**src/rtl/instr_encoder_loader_pkg.sv**
```systemverilog
// Shared definitions for the instruction encoder/loader: field widths,
// instruction format codes and the loader FSM state encoding.
package instr_encoder_loader_pkg;

  localparam int OPCODE_W = 6;
  localparam int FUNCT_W  = 6;
  localparam int REG_W    = 5;
  localparam int SHAMT_W  = 5;
  localparam int IMM_W    = 16;
  localparam int JADDR_W  = 26;
  localparam int FMT_W    = 2;
  localparam int WORD_W   = 32;

  typedef enum logic [FMT_W-1:0] {
    FMT_R    = 2'd0,
    FMT_I    = 2'd1,
    FMT_J    = 2'd2,
    FMT_RSVD = 2'd3
  } fmt_e;

  typedef enum logic [1:0] {
    S_IDLE   = 2'd0,
    S_ACCEPT = 2'd1,
    S_WRITE  = 2'd2,
    S_DONE   = 2'd3
  } state_e;

endpackage

```
**src/rtl/instruction_encoder.sv**
```systemverilog
// Combinational packer: maps a format code plus instruction fields onto a
// 32-bit instruction word. Fields not used by the selected format are ignored.
module instruction_encoder
  import instr_encoder_loader_pkg::*;
(
  input  logic [FMT_W-1:0]    fmt,
  input  logic [OPCODE_W-1:0] opcode,
  input  logic [FUNCT_W-1:0]  funct,
  input  logic [REG_W-1:0]    rs,
  input  logic [REG_W-1:0]    rt,
  input  logic [REG_W-1:0]    rd,
  input  logic [SHAMT_W-1:0]  shamt,
  input  logic [IMM_W-1:0]    imm,
  input  logic [JADDR_W-1:0]  jump_addr,
  output logic [WORD_W-1:0]   word,
  output logic                rsvd
);

  // Select the packing for the requested format; reserved yields a zero word.
  always_comb begin
    word = '0;
    rsvd = 1'b0;
    case (fmt_e'(fmt))
      FMT_R:   word = {opcode, rs, rt, rd, shamt, funct};
      FMT_I:   word = {opcode, rs, rt, imm};
      FMT_J:   word = {opcode, jump_addr};
      default: rsvd = 1'b1;
    endcase
  end

endmodule

```
**src/rtl/instr_encoder_loader.sv**
```systemverilog
// Instruction loader: accepts field tuples over a valid/ready handshake,
// encodes them and writes one word per two cycles into instruction memory
// starting at base_addr, wrapping at the end of the address space.
//
// state    | meaning
// ---------+-----------------------------------------------------------
// S_IDLE   | waiting for start; outputs quiet
// S_ACCEPT | in_ready high, waiting for a valid tuple
// S_WRITE  | mem_we high for one cycle, addr/count advance
// S_DONE   | done pulse, then back to S_IDLE
module instr_encoder_loader
  import instr_encoder_loader_pkg::*;
#(
  parameter int ADDR_W = 8
) (
  input  logic                clk,
  input  logic                rst,
  input  logic                start,
  input  logic [ADDR_W-1:0]   base_addr,
  input  logic                in_valid,
  output logic                in_ready,
  input  logic [FMT_W-1:0]    fmt,
  input  logic [OPCODE_W-1:0] opcode,
  input  logic [FUNCT_W-1:0]  funct,
  input  logic [REG_W-1:0]    rs,
  input  logic [REG_W-1:0]    rt,
  input  logic [REG_W-1:0]    rd,
  input  logic [SHAMT_W-1:0]  shamt,
  input  logic [IMM_W-1:0]    imm,
  input  logic [JADDR_W-1:0]  jump_addr,
  input  logic                last,
  output logic                mem_we,
  output logic [ADDR_W-1:0]   mem_addr,
  output logic [WORD_W-1:0]   mem_wdata,
  output logic                busy,
  output logic                done,
  output logic                error,
  output logic [ADDR_W:0]     count
);

  localparam int DEPTH = 2 ** ADDR_W;
  localparam logic [ADDR_W:0] COUNT_FULL = (ADDR_W + 1)'(DEPTH);

  state_e              state_q, state_d;
  logic [ADDR_W-1:0]   addr_q, addr_d;
  logic [ADDR_W:0]     count_q, count_d;
  logic                error_q, error_d;
  logic                last_q, last_d;
  logic [ADDR_W-1:0]   mem_addr_q, mem_addr_d;
  logic [WORD_W-1:0]   mem_wdata_q, mem_wdata_d;

  logic [WORD_W-1:0]   enc_word;
  logic                enc_rsvd;
  logic [ADDR_W:0]     count_inc;

  instruction_encoder u_encoder (
    .fmt       (fmt),
    .opcode    (opcode),
    .funct     (funct),
    .rs        (rs),
    .rt        (rt),
    .rd        (rd),
    .shamt     (shamt),
    .imm       (imm),
    .jump_addr (jump_addr),
    .word      (enc_word),
    .rsvd      (enc_rsvd)
  );

  assign count_inc = count_q + (ADDR_W + 1)'(1);

  // Next-state and datapath update for the load session.
  always_comb begin
    state_d     = state_q;
    addr_d      = addr_q;
    count_d     = count_q;
    error_d     = error_q;
    last_d      = last_q;
    mem_addr_d  = mem_addr_q;
    mem_wdata_d = mem_wdata_q;
    case (state_q)
      S_IDLE: begin
        if (start) begin
          addr_d  = base_addr;
          count_d = '0;
          error_d = 1'b0;
          state_d = S_ACCEPT;
        end
      end
      S_ACCEPT: begin
        if (in_valid) begin
          // The write port registers double as the word/address holding
          // registers, so they keep their values once mem_we drops.
          mem_addr_d  = addr_q;
          mem_wdata_d = enc_word;
          last_d      = last;
          if (enc_rsvd) error_d = 1'b1;
          state_d = S_WRITE;
        end
      end
      S_WRITE: begin
        addr_d  = addr_q + ADDR_W'(1);
        count_d = count_inc;
        if (last_q || (count_inc == COUNT_FULL)) begin
          if (!last_q) error_d = 1'b1;
          state_d = S_DONE;
        end else begin
          state_d = S_ACCEPT;
        end
      end
      S_DONE: begin
        state_d = S_IDLE;
      end
      default: state_d = S_IDLE;
    endcase
  end

  // State and datapath registers with synchronous reset.
  always_ff @(posedge clk) begin
    if (rst) begin
      state_q     <= S_IDLE;
      addr_q      <= '0;
      count_q     <= '0;
      error_q     <= 1'b0;
      last_q      <= 1'b0;
      mem_addr_q  <= '0;
      mem_wdata_q <= '0;
    end else begin
      state_q     <= state_d;
      addr_q      <= addr_d;
      count_q     <= count_d;
      error_q     <= error_d;
      last_q      <= last_d;
      mem_addr_q  <= mem_addr_d;
      mem_wdata_q <= mem_wdata_d;
    end
  end

  // A reset arriving during the write cycle suppresses that write.
  always_comb begin
    in_ready  = (state_q == S_ACCEPT);
    mem_we    = (state_q == S_WRITE) && !rst;
    busy      = (state_q != S_IDLE);
    done      = (state_q == S_DONE);
    error     = error_q;
    count     = count_q;
    mem_addr  = mem_addr_q;
    mem_wdata = mem_wdata_q;
  end

endmodule
```
**config.mk**
```make
export PLATFORM = sky130hd
export DESIGN_NAME = instr_encoder_loader
export DESIGN_NICKNAME = d
export VERILOG_FILES = /design/src/rtl/instr_encoder_loader_pkg.sv /design/src/rtl/instruction_encoder.sv /design/src/rtl/instr_encoder_loader.sv
export SDC_FILE = /design/constraint.sdc
export NUM_CORES = 1
export LEC_CHECK = 0
export BUFFER_PORTS_ARGS = -buffer_cell sky130_fd_sc_hd__buf_4
export CAP_MARGIN = 20
export CELL_PAD_IN_SITES_DETAIL_PLACEMENT = 0
export CELL_PAD_IN_SITES_GLOBAL_PLACEMENT = 2
export CORE_MARGIN = 2
export CORE_UTILIZATION = 25
export CTS_CLUSTER_SIZE = 24
export DETAILED_ROUTE_END_ITERATION = 7
export PLACE_DENSITY_LB_ADDON = 0.1
export SYNTH_ARGS = -nofsm -noshare
export SYNTH_HDL_FRONTEND = slang
export SYNTH_SLANG_ARGS = --single-unit
```
**constraint.sdc**
```tcl
create_clock -name clk -period 2.3 [get_ports clk]
set_input_delay 0.115 -clock clk [delete_from_list [all_inputs] [get_ports clk]]
set_output_delay 0.115 -clock clk [all_outputs]
set_load 0.005 [all_outputs]
```
# ---- Word level (Yosys, flattened, before mapping)
# Cells that the tools add are included.
dict set report op_classes {
  n_mux 15
  n_eq_ne 11
  add_sub_neg 2
  reduce_logical 13
}
# op n
set ops {}
lappend ops {{$pmux 32 s3} 1}
lappend ops {{$pmux 9 s2} 1}
lappend ops {{$pmux 8 s2} 1}
lappend ops {{$ne 2x2->1 const B} 5}
lappend ops {{$add 9x1->9 const B} 1}
lappend ops {{$eq 9x9->1 const B} 1}
lappend ops {{$mux 9} 1}
lappend ops {{$add 8x1->8 const B} 1}
lappend ops {{$mux 8} 1}
lappend ops {{$pmux 2 s4} 1}
lappend ops {{$eq 2x2->1 const B} 3}
lappend ops {{$mux 2} 3}
lappend ops {{$reduce_and 2->1} 3}
lappend ops {{$reduce_and 6->1} 1}
lappend ops {{$mux 1} 5}
lappend ops {{$eq 2x1->1 const B} 2}
lappend ops {{$logic_not 2->1} 2}
lappend ops {{$reduce_bool 2->1} 2}
lappend ops {{$pmux 1 s3} 1}
lappend ops {{$reduce_bool 3->1} 1}
lappend ops {{$reduce_or 3->1} 1}
lappend ops {{$logic_and 1x1->1} 1}
lappend ops {{$logic_not 1->1} 1}
lappend ops {{$logic_or 1x1->1} 1}
dict set report totals {
  word_cells 48
  input_bits 89
  register_bits 61
  out_inout_bits 54
}

# ---- Longest topological paths before layout
dict set report logic_depth {
  depth_word 5
  mapped_depth 10
  ltp_nobuf 8
}

# ---- Cells and area by module
# A second synthesis with hierarchy kept.
dict set report hier_totals {
  cells_unflattened 405
  hier_area_um2 3253.1
}
# module cells_each area_per_inst_um2 seq_area_each_um2 n_inst
set by_module_without_submodules {}
lappend by_module_without_submodules {instr_encoder_loader 345 2726.4 1221.2 1}
lappend by_module_without_submodules {instruction_encoder 60 526.8 0.0 1}

# ---- Least setup slack after synthesis
# OpenSTA, ideal clock, no wires.
dict set report synth_path {
  path_kind {reg2reg}
  start {register state_q[0]}
  end {register count_q[4] (netlist: count[4])}
  arrival_time_ps 1734
  t_required_ps 2229
  period_less_slack_ps 1804
  setup_time_ps 71
  n_path_buf 1
  path_stages_with_launch 8
  setup_slack_ps 496
  path_cell_list {dfxtp_1 inv_1 ha_1 nand2b_1 buf_2 nand2_1 or4b_2 a21oi_1}
}
dict set report synth_between {
  elab_chain_len 3
  word_cells_on_any_way 6
  cone_classes {eq/ne (2); mux (1); reduce/logical (3)}
}
# element line
set synth_lines {}
lappend synth_lines {{start, declared} instr_encoder_loader.sv:44} ;# state_e state_q, state_d;
lappend synth_lines {{start signal, assigned} instr_encoder_loader.sv:129} ;# state_q <= state_d;
lappend synth_lines {{$eq 2x2->1 / $logic_not 2->1 (equally long branches)} instr_encoder_loader.sv:81} ;# case (state_q)
lappend synth_lines {{$reduce_bool 2->1 (no source line) / $ne 2x2->1 (equally long branches)} -}
lappend synth_lines {{$reduce_and 2->1 (no source line)} -}
lappend synth_lines {{end signal, assigned} instr_encoder_loader.sv:131} ;# count_q <= count_d;
lappend synth_lines {{end, declared} instr_encoder_loader.sv:46} ;# logic [ADDR_W:0] count_q, count_d;
# Several ways; a longest one is shown, not always the timed one.
# A chain may end at the register's enable or synchronous reset.

# ---- Worst setup path in the final report
dict set report layout_path {
  start {register count_q[0] (netlist: count[0])}
  end {register state_q[1]}
}
dict set report layout_between {
  elab_chain_len 5
}
# element line
set layout_lines {}
lappend layout_lines {{$add 9x1->9} instr_encoder_loader.sv:70} ;# assign count_inc = count_q + (ADDR_W + 1)'(1);
lappend layout_lines {{$eq 9x9->1} instr_encoder_loader.sv:104} ;# if (last_q || (count_inc == COUNT_FULL)) begin
lappend layout_lines {{$logic_or 1x1->1} instr_encoder_loader.sv:104}
lappend layout_lines {{$mux 2} instr_encoder_loader.sv:104}
lappend layout_lines {{$pmux 2 s4} instr_encoder_loader.sv:81}
# Every way passes these cells.

==> key figures <==
Status
  – Status: complete, no violations

Global routing
  – Gr usage total: 15.5%
  – Global-route wire length before repair: 15.4 mm
  – Grt total ovfl: 0
  – Vias in the first global route: about 3000
  – Initial antenna violation count: 0
  – Largest net degree at the start of global routing: 64

Routing
  – Initial DRC count: just under 80
  – Residual DRC count: 0
  – Total number of vias: between 3000 and 4000
  – Number of vias per cell: about 4.9
  – 1st-pass router iterations: 4
  – DR WL/cell: 15.5 µm
  – Post-route ant nets: 0
  – Final wirelength: around 10 mm

Clock tree
  – Hold_buf cts: 0
  – Post-CTS sizing: 0
  – Clock Path Buffers: 2
  – Post CTS Setup Buffer Count: 0
  – Htree depth: 3
  – # clock sinks: 61
  – Worst-skew pair later-pin latency: between 0.3 and 0.4 ns
  – CTS Buf Count: 9
  – Root Driver: clkbuf_16
  – CTS tree: built
  – Clock Pin Slew Worst Setup and Hold Paths: roughly 0.060 ns

Flow run
  – MaxCap Viol Count: 0

Timing
  – Tmin final: 1.97 ns
  – Hold Vio Cnt, Final: 0
  – Worst-Margin Slew: around 0.71 ns
  – RSZ-0062 raised after global routing: false
  – Period Utilization, post-route: 85.7%
  – Clock Skews: 0.00667 ns
  – Hold WS: 0.0147 ns
  – Slew margin rel.: 52.6%
  – Setup-failing EPs final: 0
  – Setup TNS: 0 ns
  – Fmax achieved: ~500 MHz
  – Max Slew Vio Count: 0

Die
  – Cell Rows: 39
  – Die Y: between 100 and 150 µm
  – Core ar.: 0.0116 mm²
  – Die footprint: 0.0129 mm²
  – I/O Pins: 143
  – DIE WIDTH: approximately 110 µm
  – Starting Density: 25.9%

Layout
  – Layout cell share with drive strength beyond 1: 38.4%
  – Area grow syn2layout: 51.4%
  – Ant diodes: 0
  – Fillers: 1242
  – Nets: 594

Critical path
  – CP endpoint kind: flop
  – Crit-path cells: ha_1, nand2_1, nor3_1, a221oi_1, nor4_2, o221ai_1, a21oi_1
  – Slack of the worst reg-to-reg path: about 0.33 ns
  – CP Max Fanout: 7
  – Startpoint types: flop
  – Reg-to-Reg End: state_q[1]$_SDFFE_PP0P_
  – Reg2Reg Depth: 7
  – Setup CP Type: reg -> reg
  – CP peak stage delay: between 0.4 and 0.5 ns
  – CP required: 2.56 ns
  – Critical path data arrival time: 2.24 ns
  – Worst reg2reg path startpoint: count[0]$_SDFFE_PP0P_
  – CP max stage cell: dfxtp_1

Yosys
  – Syn Inst Count: ~360
  – Synthesis-stage register bit count: 61
  – Post-Syn Nets: 459
  – Leading register cell type out of synthesis: dfxtp_1
  – Commonest cells in the netlist: dfxtp_1, nor2_1, nand2_1
  – Post-synthesis sequential area ratio: 40.8%
  – Post-synth EDFFs: 0
  – Mapped Area: 0.00300 mm²
  – YS warnings: 0
  – Cell variety after synth: 42
  – Most frequent cell after synthesis: dfxtp_1
  – Synth top area cells: dfxtp_1, a221oi_1, nor2_1
  – Yosys top cell by area: dfxtp_1
  – Synth top area share: 40.8%
  – Syn Area/Cell: 8.26 µm²
  – Ys async rst share: 0%

Pwr
  – P per Cell Area: 802 mW/mm²
  – Maximum VDD drop: 0.301 mV
  – Pleak: 0.00191 µW

Worst hold path
  – Hold Path Depth: 3
  – Hold endpoint: mem_wdata[29]$_SDFFE_PP0P_
  – Hold crit path type: in -> reg
  – Hold Path Origin: opcode[3]

Placed design
  – GPL Wtd Cong: around 0.79
  – PortBufs: 142
  – Detail Placement HPWL: a little over 7 mm
[worst max path at each step]
stage                             from                 endpoint  slack (ns)  cells past startpoint
6_report         count[0]$_SDFFE_PP0P_  state_q[1]$_SDFFE_PP0P_        0.33                      7
2_1_floorplan  state_q[0]$_SDFFE_PP0P_    count[4]$_SDFFE_PP0P_        0.50                      7
3_5_place_dp   state_q[0]$_SDFFE_PP0P_       error$_SDFFE_PP0P_        0.25                      8
3_3_place_gp   state_q[0]$_SDFFE_PP0P_       error$_SDFFE_PP0P_        0.35                      8
4_1_cts        state_q[0]$_SDFFE_PP0P_       error$_SDFFE_PP0P_        0.24                      8
5_1_grt          count[0]$_SDFFE_PP0P_  state_q[1]$_SDFFE_PP0P_        0.09                      7
[through the flow]
step	util (%)	instances	setup slack (ns)	area (µm²)	power (µW)
2_1_floorplan	-	363	0.496	3000	1770
3_3_place_gp	36.4	629	0.348	4210	2210
3_5_place_dp	36.4	629	0.251	4210	2220
4_1_cts	39.1	644	0.238	4520	3700
5_1_grt	39.2	645	0.0926	4540	3870
6_report	39.2	645	0.328	4540	3640
[cell type report]
| class | instances | area [µm²] | area share [%] |
|---|---|---|---|
| repair buffers | 153 | 1160 | 25.5 |
| well taps | 143 | 179 | 3.94 |
| clock inverters | 5 | 75.1 | 1.65 |
| flip-flops and latches | 61 | 1220 | 26.9 |
| multi-input cells | 269 | 1650 | 36.4 |
| inverters | 4 | 15.0 | 0.331 |
| clock buffers | 10 | 239 | 5.27 |
[state kept, by name (all words and copies together), names as in the netlist]
name and flops:
addr_q 8, count 9, error 1, last_q 1
mem_addr 8, mem_wdata 32, state_q 2
[report_power, final]
part	leakage, µW	total [µW]	switching (µW)	internal, µW
sequential	0.000497	1280	98.4	1180
clock	0.000158	1450	490	965
combinational	0.00125	900	444	456
[layer usage]
layer | wire length [µm] | track usage (%) | share of wire, %
met4 | 183 | 6.10 | 1.8
met2 | 4770 | 25.3 | 48
met5 | 0 | 0 | 0
met1 | 4460 | 18.7 | 44
met3 | 613 | 5.53 | 6.1
[worst max-delay path, delay by kind of cell (launching register included)]
kind	cells	cell delay [ns]
simple gates	3	0.68
flops	1	0.45
compound gates	3	0.42
fa+ha+maj	1	0.34
[cell families (layout without fill, tap and decap cells)]
| family | Yosys count | after routing | synth area share, % |
|---|---|---|---|
| flip-flops | 61 | 61 | 40.8 |
| AND/OR/NAND/NOR | 150 | 150 | 23.6 |
| buffers and inverters | 33 | 172 | 4.26 |
| multiplexers | 19 | 19 | 7.01 |
| adder cells (fa/ha/maj) | 7 | 7 | 2.92 |
| AO/OA/AOI/OAI | 88 | 88 | 20.0 |
| XOR/XNOR | 5 | 5 | 1.46 |
[layout by cell type (no fill, tap or decap), types with 3 or more instances in the layout]
| cell | instances |
|---|---|
| o21ai_0 | 10 |
| nor3_1 | 28 |
| nand2b_1 | 3 |
| ha_1 | 7 |
| clkinv_2 | 3 |
| nand3b_1 | 3 |
| mux2_2 | 16 |
| nand3_1 | 6 |
| a21oi_1 | 27 |
| nand4_1 | 3 |
| xor2_1 | 3 |
| a221oi_1 | 27 |
| nor2_1 | 49 |
| o22ai_1 | 3 |
| a211oi_1 | 7 |
| a22oi_1 | 8 |
| nand2_1 | 36 |
| buf_4 | 152 |
| mux2i_1 | 3 |
| dfxtp_1 | 61 |
| inv_1 | 3 |
| clkbuf_16 | 9 |
| and3_1 | 3 |
Power figures use the tool's default switching activity.
